$ cat src/rtl/systola_pkg.sv
// Shared types and helpers for the systolic-array input side.
package systola_pkg;

    typedef enum logic [1:0] {
        IDLE,
        LOAD,
        SETTLE,
        DRAIN
    } ldr_state_t;

    // True while drain count cnt lies inside row r's read window of k words.
    function automatic logic skew_win(input int unsigned r,
                                      input int unsigned cnt,
                                      input int unsigned k);
        return (r <= cnt) && (cnt < r + k);
    endfunction

endpackage

$ cat src/rtl/skew_gen.sv
// Skewed read-strobe generator: row r pops its buffer for k cycles starting r cycles into the drain.
module skew_gen
    import systola_pkg::*;
#(
    parameter int ROWS   = 4,
    parameter int TILE_K = 8,
    parameter int CW     = 4
) (
    input  logic            en,
    input  logic [CW-1:0]   drain_cnt,
    output logic [ROWS-1:0] rd
);

    for (genvar r = 0; r < ROWS; r++) begin : g_row
        assign rd[r] = en && skew_win(r, 32'(drain_cnt), TILE_K);
    end

endmodule

$ cat src/rtl/inbuf_loader.sv
// Tile sequencer for the per-row input FIFOs: broadcasts TILE_K column vectors into every
// buffer, then drains them diagonally so operands enter the array skewed by row.
//
//   state  | meaning
//   IDLE   | waiting for start; upstream not ready
//   LOAD   | accepting TILE_K beats, each written to all buffers one cycle later
//   SETTLE | last registered write lands in the buffers
//   DRAIN  | skewed reads, TILE_K+ROWS-1 cycles, done on the final one
module inbuf_loader
    import systola_pkg::*;
#(
    parameter int WORDLEN = 8,
    parameter int ROWS    = 4,
    parameter int BUFSIZE = 16,
    parameter int TILE_K  = 8
) (
    input  logic                    clk,
    input  logic                    rstn,
    input  logic                    start,
    input  logic                    s_valid,
    output logic                    s_ready,
    input  logic [ROWS*WORDLEN-1:0] s_data,
    output logic [ROWS-1:0]         buf_write,
    output logic [ROWS*WORDLEN-1:0] buf_din,
    output logic [ROWS-1:0]         buf_read,
    output logic [ROWS-1:0]         arr_valid,
    output logic                    busy,
    output logic                    done
);

    localparam int BW = $clog2(TILE_K + 1);
    localparam int DW = $clog2(TILE_K + ROWS);
    localparam logic [BW-1:0] LAST_BEAT  = BW'(TILE_K - 1);
    localparam logic [DW-1:0] LAST_DRAIN = DW'(TILE_K + ROWS - 2);

    // A tile must fit in a buffer with one slot to spare.
    if (TILE_K < 1 || TILE_K > BUFSIZE - 1) begin : g_bad_tile_k
        $error("inbuf_loader: TILE_K must be in 1..BUFSIZE-1");
    end

    ldr_state_t               state_q, state_d;
    logic [BW-1:0]            beat_cnt_q, beat_cnt_d;
    logic [DW-1:0]            drain_cnt_q, drain_cnt_d;
    logic                     wr_q, wr_d;
    logic [ROWS*WORDLEN-1:0]  din_q, din_d;
    logic                     beat;

    assign s_ready = (state_q == LOAD);
    assign beat    = s_valid && s_ready;

    always_comb begin
        state_d     = state_q;
        beat_cnt_d  = beat_cnt_q;
        drain_cnt_d = drain_cnt_q;
        wr_d        = beat;
        din_d       = beat ? s_data : din_q;
        done        = 1'b0;
        case (state_q)
            IDLE: begin
                if (start) begin
                    state_d    = LOAD;
                    beat_cnt_d = '0;
                end
            end
            LOAD: begin
                if (beat) begin
                    beat_cnt_d = beat_cnt_q + BW'(1);
                    if (beat_cnt_q == LAST_BEAT) begin
                        state_d = SETTLE;
                    end
                end
            end
            SETTLE: begin
                state_d     = DRAIN;
                drain_cnt_d = '0;
            end
            DRAIN: begin
                if (drain_cnt_q == LAST_DRAIN) begin
                    done    = 1'b1;
                    state_d = IDLE;
                end else begin
                    drain_cnt_d = drain_cnt_q + DW'(1);
                end
            end
            default: state_d = IDLE;
        endcase
    end

    always_ff @(posedge clk) begin
        if (!rstn) begin
            state_q     <= IDLE;
            beat_cnt_q  <= '0;
            drain_cnt_q <= '0;
            wr_q        <= 1'b0;
            din_q       <= '0;
        end else begin
            state_q     <= state_d;
            beat_cnt_q  <= beat_cnt_d;
            drain_cnt_q <= drain_cnt_d;
            wr_q        <= wr_d;
            din_q       <= din_d;
        end
    end

    skew_gen #(
        .ROWS   (ROWS),
        .TILE_K (TILE_K),
        .CW     (DW)
    ) u_skew_gen (
        .en        (state_q == DRAIN),
        .drain_cnt (drain_cnt_q),
        .rd        (buf_read)
    );

    assign buf_write = {ROWS{wr_q}};
    assign buf_din   = din_q;
    assign arr_valid = buf_read;
    assign busy      = (state_q != IDLE);

endmodule
$ cat config.mk
export PLATFORM = sky130hd
export DESIGN_NAME = inbuf_loader
export DESIGN_NICKNAME = d
export VERILOG_FILES = /design/src/rtl/systola_pkg.sv /design/src/rtl/skew_gen.sv /design/src/rtl/inbuf_loader.sv
export SDC_FILE = /design/constraint.sdc
export NUM_CORES = 1
export LEC_CHECK = 0
export BUFFER_PORTS_ARGS = -buffer_cell sky130_fd_sc_hd__buf_4
export CAP_MARGIN = 20
export CELL_PAD_IN_SITES_DETAIL_PLACEMENT = 1
export CELL_PAD_IN_SITES_GLOBAL_PLACEMENT = 1
export CORE_MARGIN = 3
export CORE_UTILIZATION = 30
export DETAILED_ROUTE_END_ITERATION = 8
export PLACE_DENSITY_LB_ADDON = 0.1
export SKIP_CTS_REPAIR_TIMING = 1
export SYNTH_ARGS = -nofsm -noshare
export SYNTH_HDL_FRONTEND = slang
export SYNTH_SLANG_ARGS = --single-unit
$ cat constraint.sdc
create_clock -name clk -period 2.3 [get_ports clk]
set_input_delay 0.46 -clock clk [delete_from_list [all_inputs] [get_ports clk]]
set_output_delay 0.46 -clock clk [all_outputs]
set_load 0.02 [all_outputs]
==> results.md, run 1 <==
- Num CTS Buffers: 5
- Initial antenna violation count: 0
- Critical path endpoint category: primary output
- CTS Buffer Depth: 2
- Startpoint types: register
- Avg WL per Cell: about 13 µm
- Syn Inst Count: 238
- PortBufs: 82
- Combinational fraction of design power: roughly 37%
- CTS H-tree depth: 2
- Finish-stage setup viols: 0
- N_diodes: 0
- Congestion Overflow GR: 0
- Switching share of total power: around 37%
- Switching power total: between 800 and 900 µW
- Reg-to-Reg End: state_q[0]
- Die area: 7730 µm²
- Slew Limit Fails: 0
- Core box area: roughly 6400 µm²
- Fmax: about 0.46 GHz
- Reg2Reg Setup Slack: about 600 ps
- Setup_tns: 0 ps
- Worst reg2reg path depth: 6
- Final Cell Area: between 2000 and 3000 µm²
- Final Cycle Share: 93.6%
- Worst slack, placed: 469 ps
- Max VDD drop: 0.000285 V
- Hold path depth: 3
- Vias in the first global route: roughly 1800
- RR Startpoint: state_q[0]
- Worst slew pin tran: about 460 ps
- Row count: 29
- Clock share of power: between 20% and 30%
- Via/cell ratio: 4.63
- Worst relative slew slack: between 60% and 70%
- Syn nets: around 290
- Die Width: 87.9 µm
- Seq pwr share: about two fifths
- Worst Hold Class: in -> reg
- Die height: roughly 90 µm
- Via Count: 1792
- Worst Path Max Fanout: 8
- Avg Inst Size Synth: 8.46 µm²
- Clock sink count: 43
- Fin nets: around 360
- Share of layout cells above drive strength 1: a little under a third
- P&R area growth vs syn: 35.1%
- Critical Path RT: around 1800 ps
- Critical path type: reg -> out
- Yosys Warn Count: 0
- Root Buffer: clkbuf_8
- Max Cap Viol: 0
- Initial Utilization: 31.3%
- Fin Clk Skew: 3.21 ps
- Hold Path End: buf_din[19]
- GRT Total Usage: a little over an eighth
- DP Area: roughly 2600 µm²
- Slack of the critical path: 148 ps
- Status: complete, no violations
- Largest net degree at the start of global routing: between 40 and 50
- Power Density: ~800 nW/µm²
- Synthesized flop and latch total: 43
- Final min period: about 2200 ps
- # IOs: 83
- Lkg Pwr: 0.00121 µW
- Initial drt markers: 36
- DRC viols: 0
- DP HPWL: ~3600 µm
- Hold path start: s_data[19]
- Worst skew pair latency: approximately 300 ps
- Routability cong.: 0.717
- Pint: 1410 µW
- Final ANT Viol Nets: 0
- Cell variety after synth: 34
- DRT Wirelength: a little over 5000 µm
- 1st-pass router iterations: 4
- Worst EP arrival: about 1700 ps
- Fin. Hold Viols: 0
- Post-Syn Area: about 2000 µm²
- Register clock-pin slew on the reported worst setup and hold paths: roughly 90 ps
- CTS tree: built
- First-pass GRT wire length: just over 8000 µm
- RSZ-0062 raised after global routing: no
- Register area share after synthesis: between 40% and 50%
stage by stage:
stage               total power [µW]  std cells  hold slack [ps]  util (%)
detailed placement              1770        379              447      41.0
floorplan                       1460        238              471         -
global route                    2380        387              397      42.3
CTS                             2260        387              393      42.3
global placement                1760        379              442      41.0
finish                          2220        387              396      42.3
power by group through the flow:
stage	Sequential [µW]	Combinational, µW	Clock, µW
global route	922	919	536
finish	909	825	482
detailed placement	927	847	0
CTS	910	849	506
floorplan	1000	459	0
global placement	923	832	0
how the worst max path moves through the flow:
stage,from,endpoint,cells past startpoint
floorplan,state_q[0],buf_read[0],4
global placement,drain_cnt_q[0],buf_read[2],6
detailed placement,drain_cnt_q[0],buf_read[2],6
CTS,drain_cnt_q[0],buf_read[2],6
global route,drain_cnt_q[0],buf_read[2],6
finish,drain_cnt_q[0],arr_valid[2],6
cell usage in the layout (no fill, tap or decap), drive strengths merged, types with 2 or more instances in the layout:
| cell | n |
|---|---|
| a21boi | 35 |
| a21oi | 2 |
| and2 | 5 |
| and3 | 2 |
| buf | 85 |
| clkbuf | 6 |
| dfxtp | 43 |
| ha | 11 |
| inv | 8 |
| mux2i | 4 |
| nand2 | 70 |
| nand2b | 4 |
| nand3 | 2 |
| nand3b | 2 |
| nor2 | 3 |
| nor2b | 6 |
| nor3 | 2 |
| o21ai | 6 |
| o22ai | 2 |
| xnor2 | 2 |
worst max-delay path, stage by stage (launching register included):
cell and delay, ps:
dfxtp_1 480, inv_1 120, ha_1 210, nor3_1 160, o22ai_1 90, and2_1 170
buf_4 150
cell usage after synthesis:
| master | number | area share (%) |
|---|---|---|
| nor3b_1 | 1 | 0.37 |
| o21a_1 | 1 | 0.37 |
| or3_1 | 1 | 0.31 |
| dfxtp_1 | 43 | 43 |
| a221oi_1 | 1 | 0.44 |
| mux2i_1 | 4 | 2.0 |
| buf_2 | 4 | 0.99 |
| nand2_1 | 70 | 13 |
| nand3_1 | 2 | 0.50 |
| a21boi_1 | 34 | 13 |
| nor3_1 | 2 | 0.50 |
| nor2_1 | 3 | 0.56 |
| inv_1 | 8 | 1.5 |
| a211oi_1 | 1 | 0.37 |
| a21oi_2 | 1 | 0.44 |
| ha_1 | 11 | 6.8 |
| a21boi_0 | 1 | 0.37 |
| o21ai_0 | 5 | 1.2 |
| buf_4 | 8 | 3.0 |
| and3_1 | 2 | 0.62 |
| and2_1 | 5 | 1.6 |
| clkbuf_1 | 9 | 1.7 |
| o22ai_1 | 2 | 0.62 |
| nand3b_1 | 2 | 0.75 |
| a41oi_1 | 1 | 0.44 |
| nor2b_1 | 5 | 1.6 |
| o21ai_1 | 1 | 0.25 |
| xnor2_1 | 2 | 0.87 |
| nand2b_1 | 3 | 0.93 |
| nor2b_2 | 1 | 0.44 |
| a21oi_1 | 1 | 0.25 |
| nand2b_4 | 1 | 0.68 |
| and4b_1 | 1 | 0.50 |
| and4bb_1 | 1 | 0.62 |
cells by family after synthesis:
family / share of synthesized area [%]
mux: 1.99
fa+ha+maj: 6.84
flops: 42.8
buf+inv: 7.15
xor+xnor: 0.870
compound gates: 17.5
simple gates: 22.9
state kept, by name (all words and copies together) (netlist names):
name / count
beat_cnt_q: 4
buf_din: 32
drain_cnt_q: 4
state_q: 2
wr_q: 1
cell type report:
| type | instances | area, µm² |
|---|---|---|
| Fill cell | 786 | 3700 |
| Multi-Input combinational cell | 166 | 1010 |
| Sequential cell | 43 | 861 |
| Timing Repair Buffer | 85 | 638 |
| Tap cell | 77 | 96.3 |
| Clock buffer | 6 | 72.6 |
| Inverter | 8 | 30.0 |
| Clock inverter | 2 | 12.5 |
routing by layer:
metal,GRT usage (%),vias to the layer above,part of all wire [%]
met1,16.0,835,43
met3,4.70,5,6.6
met2,22.7,45,49
li1,-,907,-
met4,4.60,0,1.3
met5,0,-,0
No activity file was read; power rests on OpenSTA's default activity.
==> run 2: changes to the inputs <==
--- a/config.mk
+++ b/config.mk
@@ -13,6 +13,7 @@
 export CORE_UTILIZATION = 30
 export DETAILED_ROUTE_END_ITERATION = 8
 export PLACE_DENSITY_LB_ADDON = 0.1
+export RECOVER_POWER = 100
 export SKIP_CTS_REPAIR_TIMING = 1
 export SYNTH_ARGS = -nofsm -noshare
 export SYNTH_HDL_FRONTEND = slang
==> results.md, run 2 (synthesis gave the netlist of run 1 again) <==
- Pint: 1300 µW (-7.2%)
- Worst slack, placed: 469 ps (unchanged)
- Root Buffer: clkbuf_8
- Die area: 7730 µm² (unchanged)
- Largest net degree at the start of global routing: 45 (unchanged)
- Worst EP arrival: 1690 ps (about the same)
- RSZ-0062 raised after global routing: no
- Power Density: 824 nW/µm² (+1.1%)
- Register area: 861 µm² (unchanged)
- Worst Hold Class: in -> reg
- Combinational fraction of design power: 33.6% (-3.6 points)
- Seq pwr share: 43.3% (+2.3 points)
- Commonest non-fill, non-tap cell in the layout: nand2_1
- CTS Buffer Depth: 2 (unchanged)
- Final ANT Viol Nets: 0 (unchanged)
- Critical path type: reg -> out
- N_diodes: 0 (unchanged)
- Worst reg2reg path depth: 6 (unchanged)
- Final min period: 2150 ps (+0.0360 ps)
- WL met3: 339 µm (+1.2%)
- DRT Wirelength: 5040 µm (-0.69%)
- Finish-stage setup viols: 0 (unchanged)
- PortBufs: 82 (unchanged)
- Die Width: 87.9 µm (unchanged)
- Max VDD drop: 0.000273 V (-4.3%)
- 1st-pass router iterations: 2 (-2)
- Fin nets: 356 (unchanged)
- P&R area growth vs syn: 26.2%
- Final Non-Filler Cells: 387 (unchanged)
- Final Cycle Share: 93.6% (about the same)
- Worst Path Max Fanout: 8 (unchanged)
- Slack of the critical path: 148 ps (-0.0360 ps)
- Met1 wire length: 2160 µm (-1.2%)
- Fmax: 0.465 GHz (about the same)
- Initial antenna violation count: 0 (unchanged)
- Die height: 87.9 µm (unchanged)
- Via Count: 1784 (-0.45%)
- Register clock-pin slew on the reported worst setup and hold paths: 80 ps (about the same)
- Max reg flops: 32 (unchanged)
- Slew Limit Fails: 0 (unchanged)
- Multi-input gate area in the final layout: 995 µm² (-1.4%)
- DP HPWL: 3650 µm (unchanged)
- Lkg Pwr: 0.00100 µW (-17%)
- Initial Utilization: 31.3% (unchanged)
- Hold path depth: 3 (unchanged)
- Row count: 29 (unchanged)
- DRC viols: 0 (unchanged)
- Critical path endpoint category: primary output
- Vias in the first global route: 1764 (unchanged)
- Switching share of total power: 37.7% (+1.2 points)
- Routability cong.: 0.717 (unchanged)
- Clock sink count: 43 (unchanged)
- First-pass GRT wire length: 8210 µm (unchanged)
- Avg WL per Cell: 13.0 µm (-0.69%)
- Share of layout cells above drive strength 1: 15.8% (-15 points)
- Status: complete, no violations
- Worst skew pair latency: 300 ps (about the same)
- Max Cap Viol: 0 (unchanged)
- Startpoint types: register
- Core box area: 6420 µm² (unchanged)
- Switching power total: 789 µW (-2.5%)
- Total Power: 2090 µW (-5.5%)
- CTS tree: built
- DP Cell Count: 379 (unchanged)
- Via/cell ratio: 4.61 (-0.45%)
- Num CTS Buffers: 5 (unchanged)
- Fin. Hold Viols: 0 (unchanged)
- WHS: 407 ps (+10.9 ps)
- Critical Path RT: 1840 ps (about the same)
- Congestion Overflow GR: 0 (unchanged)
- CTS H-tree depth: 2 (unchanged)
- GRT Total Usage: 13.5% (unchanged)
- Worst slew pin tran: 700 ps (+239 ps)
- Setup_tns: 0 ps (unchanged)
- # IOs: 83 (unchanged)
- Uppermost routed layer: met4
- # fillers: 801 (+1.9%)
- Most frequent cells in the layout: nand2_1, clkbuf_1, dfxtp_1
- Worst relative slew slack: 53.3% (-16 points)
- Initial drt markers: 30 (-17%)
- Met2 wire length: 2480 µm (-0.32%)
- Clock share of power: 23.0% (+1.2 points)
- Fin Clk Skew: 1.89 ps (-1.32 ps)
[run 2: stage by stage]
stage,instance area [µm²],util [%]
after floorplan,2010,-
after global placement,2630,41.0
after detailed placement,2630,41.0
after CTS,2720,42.3
after global routing,2540,39.6
final,2540,39.6
[run 2: cell type report]
class	instances	share of cell area (%)
sequential	43	33.9
timing repair buffer	85	18.7
multi-input combinational	166	39.1
clock buffer	6	2.86
clock inverter	2	0.492
tap	77	3.79
inverter	8	1.18
[run 2: worst paths after layout]
path | start | end | slack [ps]
worst max-delay path | drain_cnt_q[0] | buf_read[2] | 150
worst min-delay path | s_data[10] | buf_din[10] | 410
worst max register to register | state_q[1] | buf_din[2] | 430
worst min register to register | buf_din[10] | buf_din[10] | 460
[run 2: worst max-delay path: stages, from the launching register on]
cell and delay (ps):
dfxtp_1 480, inv_1 120, ha_1 210, nor3_1 160, o22ai_1 90, and2_1 180, buf_4 150
[run 2: power by group through the flow]
stage | sequential (µW) | clock, µW | combinational, µW
2_1_floorplan | 1000 | 0 | 459
3_3_place_gp | 923 | 0 | 832
3_5_place_dp | 927 | 0 | 847
4_1_cts | 910 | 506 | 849
5_1_grt | 921 | 536 | 801
6_report | 907 | 483 | 704
[run 2: routing by layer]
metal  vias to the layer above  track usage, %
li1                        907               -
met1                       827            16.0
met2                        45            22.7
met3                         5            4.70
met4                         0            4.60
met5                         -               0
